[src/rtl/digit_scan_mux.sv]
// digit_scan_mux -- time-multiplexed scan of a 4-digit value onto one shared
// digit-code bus for a seven-segment code converter.
//
// Ports:
//   clk, rst           clock and synchronous active-high reset
//   load_valid/ready   handshake offering a new 4-digit value
//   load_data[15:0]    digit 3 in [15:12] ... digit 0 in [3:0]
//   A,B,C,D            registered digit code of the active digit (A = MSB)
//   digit_en_n[3:0]    registered active-low one-cold digit enables
//   frame_done         one-cycle pulse on the last cycle of each 4-digit scan
//
// Parameter SCAN_DIV (1..2^20): cycles each digit stays lit.
// Optional macro LEADING_ZERO_BLANK_EN: digits 3..1 output 4'hF while they and
// every higher digit are zero; digit 0 is never blanked.
module digit_scan_mux #(
  parameter int unsigned SCAN_DIV = 50000
) (
  input  logic        clk,
  input  logic        rst,
  input  logic        load_valid,
  output logic        load_ready,
  input  logic [15:0] load_data,
  output logic        A,
  output logic        B,
  output logic        C,
  output logic        D,
  output logic [3:0]  digit_en_n,
  output logic        frame_done
);

  localparam int CW = (SCAN_DIV > 1) ? $clog2(SCAN_DIV) : 1;
  localparam logic [CW-1:0] LAST = CW'(SCAN_DIV - 1);

  logic [CW-1:0] cnt, cnt_nx;
  logic [1:0]    idx, idx_nx;
  logic [15:0]   disp, disp_nx, shadow;
  logic          pending, pending_nx;
  logic          tick, boundary, hs;
  logic [3:0]    code, code_nx;
  logic          fd_nx;

  function automatic logic [3:0] digit_code(input logic [15:0] v, input logic [1:0] k);
    logic [3:0] d;
    d = v[{k, 2'b00} +: 4];
`ifdef LEADING_ZERO_BLANK_EN
    case (k)
      2'd3:    if (v[15:12] == '0) d = 4'hF;
      2'd2:    if (v[15:8]  == '0) d = 4'hF;
      2'd1:    if (v[15:4]  == '0) d = 4'hF;
      default: ;
    endcase
`endif
    return d;
  endfunction

  assign load_ready = ~pending;
  assign hs         = load_valid & ~pending;
  assign tick       = (cnt == LAST);
  assign boundary   = tick & (idx == 2'd3);

  always_comb begin
    cnt_nx     = tick ? '0 : cnt + CW'(1);
    idx_nx     = tick ? idx + 2'd1 : idx;
    disp_nx    = disp;
    pending_nx = pending;
    // Swap only at the frame boundary so a frame never mixes two values.
    // A handshake on the boundary cycle implies pending was 0, so its value
    // waits for the following boundary.
    if (boundary && pending) begin
      disp_nx    = shadow;
      pending_nx = 1'b0;
    end
    if (hs) pending_nx = 1'b1;
    // Outputs are registered from next-state values so they change on the
    // same edge as the index, and frame_done lines up with the boundary tick.
    code_nx = digit_code(disp_nx, idx_nx);
    fd_nx   = (cnt_nx == LAST) && (idx_nx == 2'd3);
  end

  always_ff @(posedge clk) begin
    if (rst) begin
      cnt        <= '0;
      idx        <= '0;
      disp       <= '0;
      shadow     <= '0;
      pending    <= 1'b0;
      code       <= '0;
      digit_en_n <= 4'b1110;
      frame_done <= 1'b0;
    end else begin
      cnt        <= cnt_nx;
      idx        <= idx_nx;
      disp       <= disp_nx;
      pending    <= pending_nx;
      if (hs) shadow <= load_data;
      code       <= code_nx;
      digit_en_n <= ~(4'b0001 << idx_nx);
      frame_done <= fd_nx;
    end
  end

  assign {A, B, C, D} = code;

endmodule

[config.mk]
export PLATFORM = sky130hd
export DESIGN_NAME = digit_scan_mux
export DESIGN_NICKNAME = d
export VERILOG_FILES = /design/src/rtl/digit_scan_mux.sv
export SDC_FILE = /design/constraint.sdc
export NUM_CORES = 1
export LEC_CHECK = 0
export BUFFER_PORTS_ARGS = -buffer_cell sky130_fd_sc_hd__buf_2
export CAP_MARGIN = 5
export CORE_MARGIN = 1.5
export CORE_UTILIZATION = 46
export DETAILED_ROUTE_END_ITERATION = 8
export PLACE_DENSITY = 0.7
export SLEW_MARGIN = 20
export SYNTH_ARGS = -nofsm -noshare
export SYNTH_HDL_FRONTEND = slang
export SYNTH_SLANG_ARGS = --single-unit
[constraint.sdc]
create_clock -name clk -period 3.3 [get_ports clk]
set_input_delay 0.66 -clock clk [delete_from_list [all_inputs] [get_ports clk]]
set_output_delay 0.66 -clock clk [all_outputs]
set_load 0.05 [all_outputs]
Word-level counts from Yosys, hierarchy flattened:

Index checks and enable logic that the tools add are counted.

* add/subtract/negate cells: 2
* multipliers: 0
* divide/modulo/power cells: 0
* $lt $le $gt $ge: 0
* equal/unequal tests: 4
* shift operators: 2
* mux-type cells: 5
* bitwise logic cells: 4
* reduce and logical (&&, ||, !) cells: 3

Operators with widths (count)
* 16-bit equality test (second input constant): 2
* 16-bit 2-to-1 mux: 2
* 16-bit by 1-bit adder with 16-bit output (second input constant): 1
* 16-bit by 5-bit variable part select with 4-bit output: 1
* 2-bit equality test (second input constant): 2
* 4-bit NOT: 1
* 1-bit by 2-bit << shifter with 4-bit output (first input constant): 1
* 2-bit by 1-bit adder with 2-bit output (second input constant): 1
* 1-bit bitwise AND: 2
* 1-bit logical AND: 2
* 1-bit 2-to-1 mux: 2
* 2-bit 2-to-1 mux: 1
* 2-bit nonzero test: 1
* 1-bit NOT: 1

* bits in registers: 60
* bits in latches: 0
* memory bits (writable): 0
* bits in read-only memories: 0
* output and inout port bits: 10
* logic and storage cells: 28
* memories: 0

Longest topological paths before layout:

* depth in word-level cells: 5
* gate-level depth with buffers: 8
* gate-level depth less buffers: 6

Worst setup path after synthesis:

No wires, ideal clock.

* path kind: flip-flop to flip-flop
* start: register cnt[0]
* end: register frame_done
* library setup time: 0.103 ns
* arrival time: 1.748 ns
* required time: 3.197 ns
* setup slack: 1.449 ns
* cell stages (with the launch flop): 9
* clock period less this slack: 1.851 ns
* path through: dfxtp_1 -> ha_1 -> and3_1 -> buf_2 -> and3_1 -> buf_2 -> nor4b_2 -> o21ai_1 -> a2111oi_2

* word-level cells in the longest chain between the ends: 4
* elaborated cells on any way between the ends: 7
* classes of those cells: add/sub: 1; eq/ne: 3; mux: 2; reduce/logical: 1

RTL lines
* from (decl): RTL line 34 `logic [CW-1:0] cnt, cnt_nx;`
* from (signal assigned): RTL line 91 `cnt <= cnt_nx;`
* 16-bit by 1-bit adder with 16-bit output or 16-bit equality test (tied branches): RTL line 62, 58
* 16-bit 2-to-1 mux or 2-bit 2-to-1 mux (tied branches): RTL line 62, 63
* 16-bit equality test or 2-bit equality test (tied branches): RTL line 77 `fd_nx = (cnt_nx == LAST) && (idx_nx == 2'd3);`
* 1-bit logical AND (*): RTL line 77
* to (signal assigned): RTL line 98 `frame_done <= fd_nx;`
* to (decl): RTL line 28 `output logic frame_done`

Mark *: on every way between the ends. The rest lies on a longest branch, timed or not.
A chain may end at the register's enable or synchronous reset.

Final worst setup path:

* start: register idx[0]
* end: register code[3]

* word-level cells in the longest chain between the ends: 5
* elaborated cells on any way between the ends: 7
* classes of those cells: add/sub: 1; eq/ne: 1; shift: 1; mux: 2; bitwise: 1; reduce/logical: 1

RTL lines
* from (decl): RTL line 35 `logic [1:0] idx, idx_nx;`
* from (signal assigned): RTL line 92 `idx <= idx_nx;`
* 2-bit equality test: RTL line 59 `assign boundary = tick & (idx == 2'd3);`
* 1-bit bitwise AND: RTL line 59
* 1-bit logical AND: RTL line 69 `if (boundary && pending) begin`
* 16-bit 2-to-1 mux: RTL line 69
* 16-bit by 5-bit variable part select with 4-bit output (*): RTL line 44 `d = v[{k, 2'b00} +: 4];`
* to (signal assigned): RTL line 96 `code <= code_nx;`
* to (decl): RTL line 39 `logic [3:0] code, code_nx;`

Marked as above.

==> reports/qor.yml <==
max_clock_freq_ghz: 0.436
fin_ws_ns: 1.01
yosysSeqAreaShare_pct: 43.5
crit_required_ns: 3.48
cts_tree: "done"
regArea_um2: 1200
fillers: 526
finalSetupViolCount: 0
ios: 29
holdBufCountCts: 0
critPathBufInv: 0
num_vias: 2286
synth_cells: 322
final_common_cell: "dfxtp_1"
slew_headroom_pct: 30.8
final_cell_mix: "dfxtp_1 (60), nor2_1 (48), nand2_1 (43), buf_2 (28), and3_1 (22)"
cts.sinks: 60
tns_ns: 0
start_kind: "flop"
synth_cell_type_count: 46
dieHeight_um: 80.4
multiInputGateArea_um2: 1420
rsz0062_at_grt: "false"
diodes: 0
nets: 361
hold_violations: 0
antenna_found_initial: 0
cpLargestDelayFamily: "simple AND/OR/NAND/NOR gates"
critPathKind: "reg -> reg"
period_needed_ns: 2.29
cp-end-kind: "flop"
dpl.hpwl_mm: 3.92
power.density_nw_per_um2: 504
ctsResizeCount: 0
coreArea_um2: 5850
cp_slowest_stage_delay_ns: 0.71
die_area_um2: 6470
drt-vias-per-instance: 5.44
numPortBuffers: 28
cts_setup_buffers: 0
peakVddDrop_uv: 314
htreeDepth: 3
worstMarginPinSlew_ns: 1.04
drtAntennaViolNets: 0
ys_async_sr_fraction_pct: 0
rows: 28
final_area_um2: 3100
cts_inserted_buffers: 9
period_share_pct: 69.5
synth_enable_flop_cells: 0
drc: 0
ys.flop_type: "dfxtp_1"
grt_pass1_vias: 2034
ys_seq_elements: 60
slew_viol_final: 0
fin_util_pct: 53.1
routed_wl_mm: 5.88
critPathMaxFanout: 33
clkTransAtPathRegs_ns: 0.07
grt_overflow: 0
synth_area_um2: 2760
finalPower_mw: 1.56
crit_chain: "ha_1, and2_1, a21boi_0, o22ai_1, a41oi_1"
avgSynthCellArea_um2: 8.57
syn_nets: 343
first_pass_iters: 5
avgRoutedWirePerCell_um: 14.0
clock_path_buffers: 2
start_util_pct: 47.2
clk_latency_ns: 0.34
skew_ns: 0.0141
p_leak_nw: 1.21
drive_gt1_share_pct: 16.5
gp_congestion: 0.771
grt_pass1_wl_mm: 9.63
dpl_worst_slack_ns: 1.02
status: "finished, final reports clean"
cp.arrival_ns: 2.47
drtIter0Drc: 159
grt_start_max_net_pins: 49
grt_util_all_layers_pct: 19.7
min_path_type: "reg -> reg"
die_w_um: 80.4
areaGrowthSynthToFinish_pct: 12.5
slowest_stage: "and2_1"
place_area_um2: 2880
cap_violations: 0
cts_root_buf: "clkbuf_8"
yosysWarnings: 0
## state kept, by name (all words and copies together) (netlist names)
name        count
cnt            16
code            4
digit_en_n      4
disp           16
frame_done      1
idx             2
pending         1
shadow         16
## worst min-delay path, delay by kind of cell, from the launching register on
family | cells | cell delay [ns]
compound gates | 1 | 0.05
simple gates | 1 | 0.05
flops | 1 | 0.31
## report_power, final
group	leakage [nW]	switching (mW)	total, mW	internal (mW)
sequential	0.487	0.00900	0.748	0.739
clock	0.114	0.292	0.761	0.469
combinational	0.609	0.0348	0.0549	0.0201
total	1.21	0.336	1.56	1.23
## final timing paths
check / start / end / slack [ns] / depth (start not counted)
setup / recovery: idx[0] / code[3] / 1.01 / 5
hold / removal: shadow[6] / shadow[6] / 0.45 / 2
setup reg to reg: idx[0] / code[3] / 1.01 / 5
hold reg to reg: shadow[6] / shadow[6] / 0.45 / 2
## through the flow
step / std cells / hold WS [ns]
finish: 420 / 0.452
global route: 420 / 0.471
CTS: 420 / 0.454
detailed placement: 404 / 0.445
global placement: 404 / 0.440
floorplan: 322 / 0.432
## layer usage
layer	share of wire, %	up-vias	track usage (%)
met1	49	1060	26.9
met3	4.5	12	6.70
met2	45	52	28.7
li1	-	1162	-
met5	0	-	0
met4	1.8	0	7.07
## cell usage after synthesis (5+ instances only)
library cell / number / share of area (%)
a21boi_0: 14 / 3.8
a21oi_1: 18 / 3.3
a41oi_1: 5 / 1.6
and3_1: 22 / 5.0
clkbuf_1: 12 / 1.6
dfxtp_1: 60 / 44
inv_1: 5 / 0.68
nand2_1: 43 / 5.9
nand3_1: 6 / 1.1
nor2_1: 48 / 6.5
o22ai_1: 16 / 3.6
xnor2_1: 6 / 1.9
xor2_1: 8 / 2.5
## cell families (layout without fill, tap and decap cells)
logic type | count (synthesis) | count (layout) | share of synthesized area, %
xor gates and xnor gates | 14 | 14 | 4.44
muxes | 2 | 2 | 0.726
AOI/OAI and AO/OA | 67 | 67 | 16.1
adders and majority gates | 2 | 2 | 0.907
buffers and inverters | 26 | 49 | 4.90
and+or+nand+nor | 151 | 151 | 29.4
DFF | 60 | 60 | 43.5
## cell type report
class / instances / area share, %
tap: 75 / 3.02
multi-input combinational: 236 / 45.8
clock inverter: 3 / 2.22
inverter: 5 / 0.605
timing repair buffer: 28 / 4.51
sequential: 60 / 38.7
clock buffer: 13 / 5.12
Power figures use the tool's default switching activity.
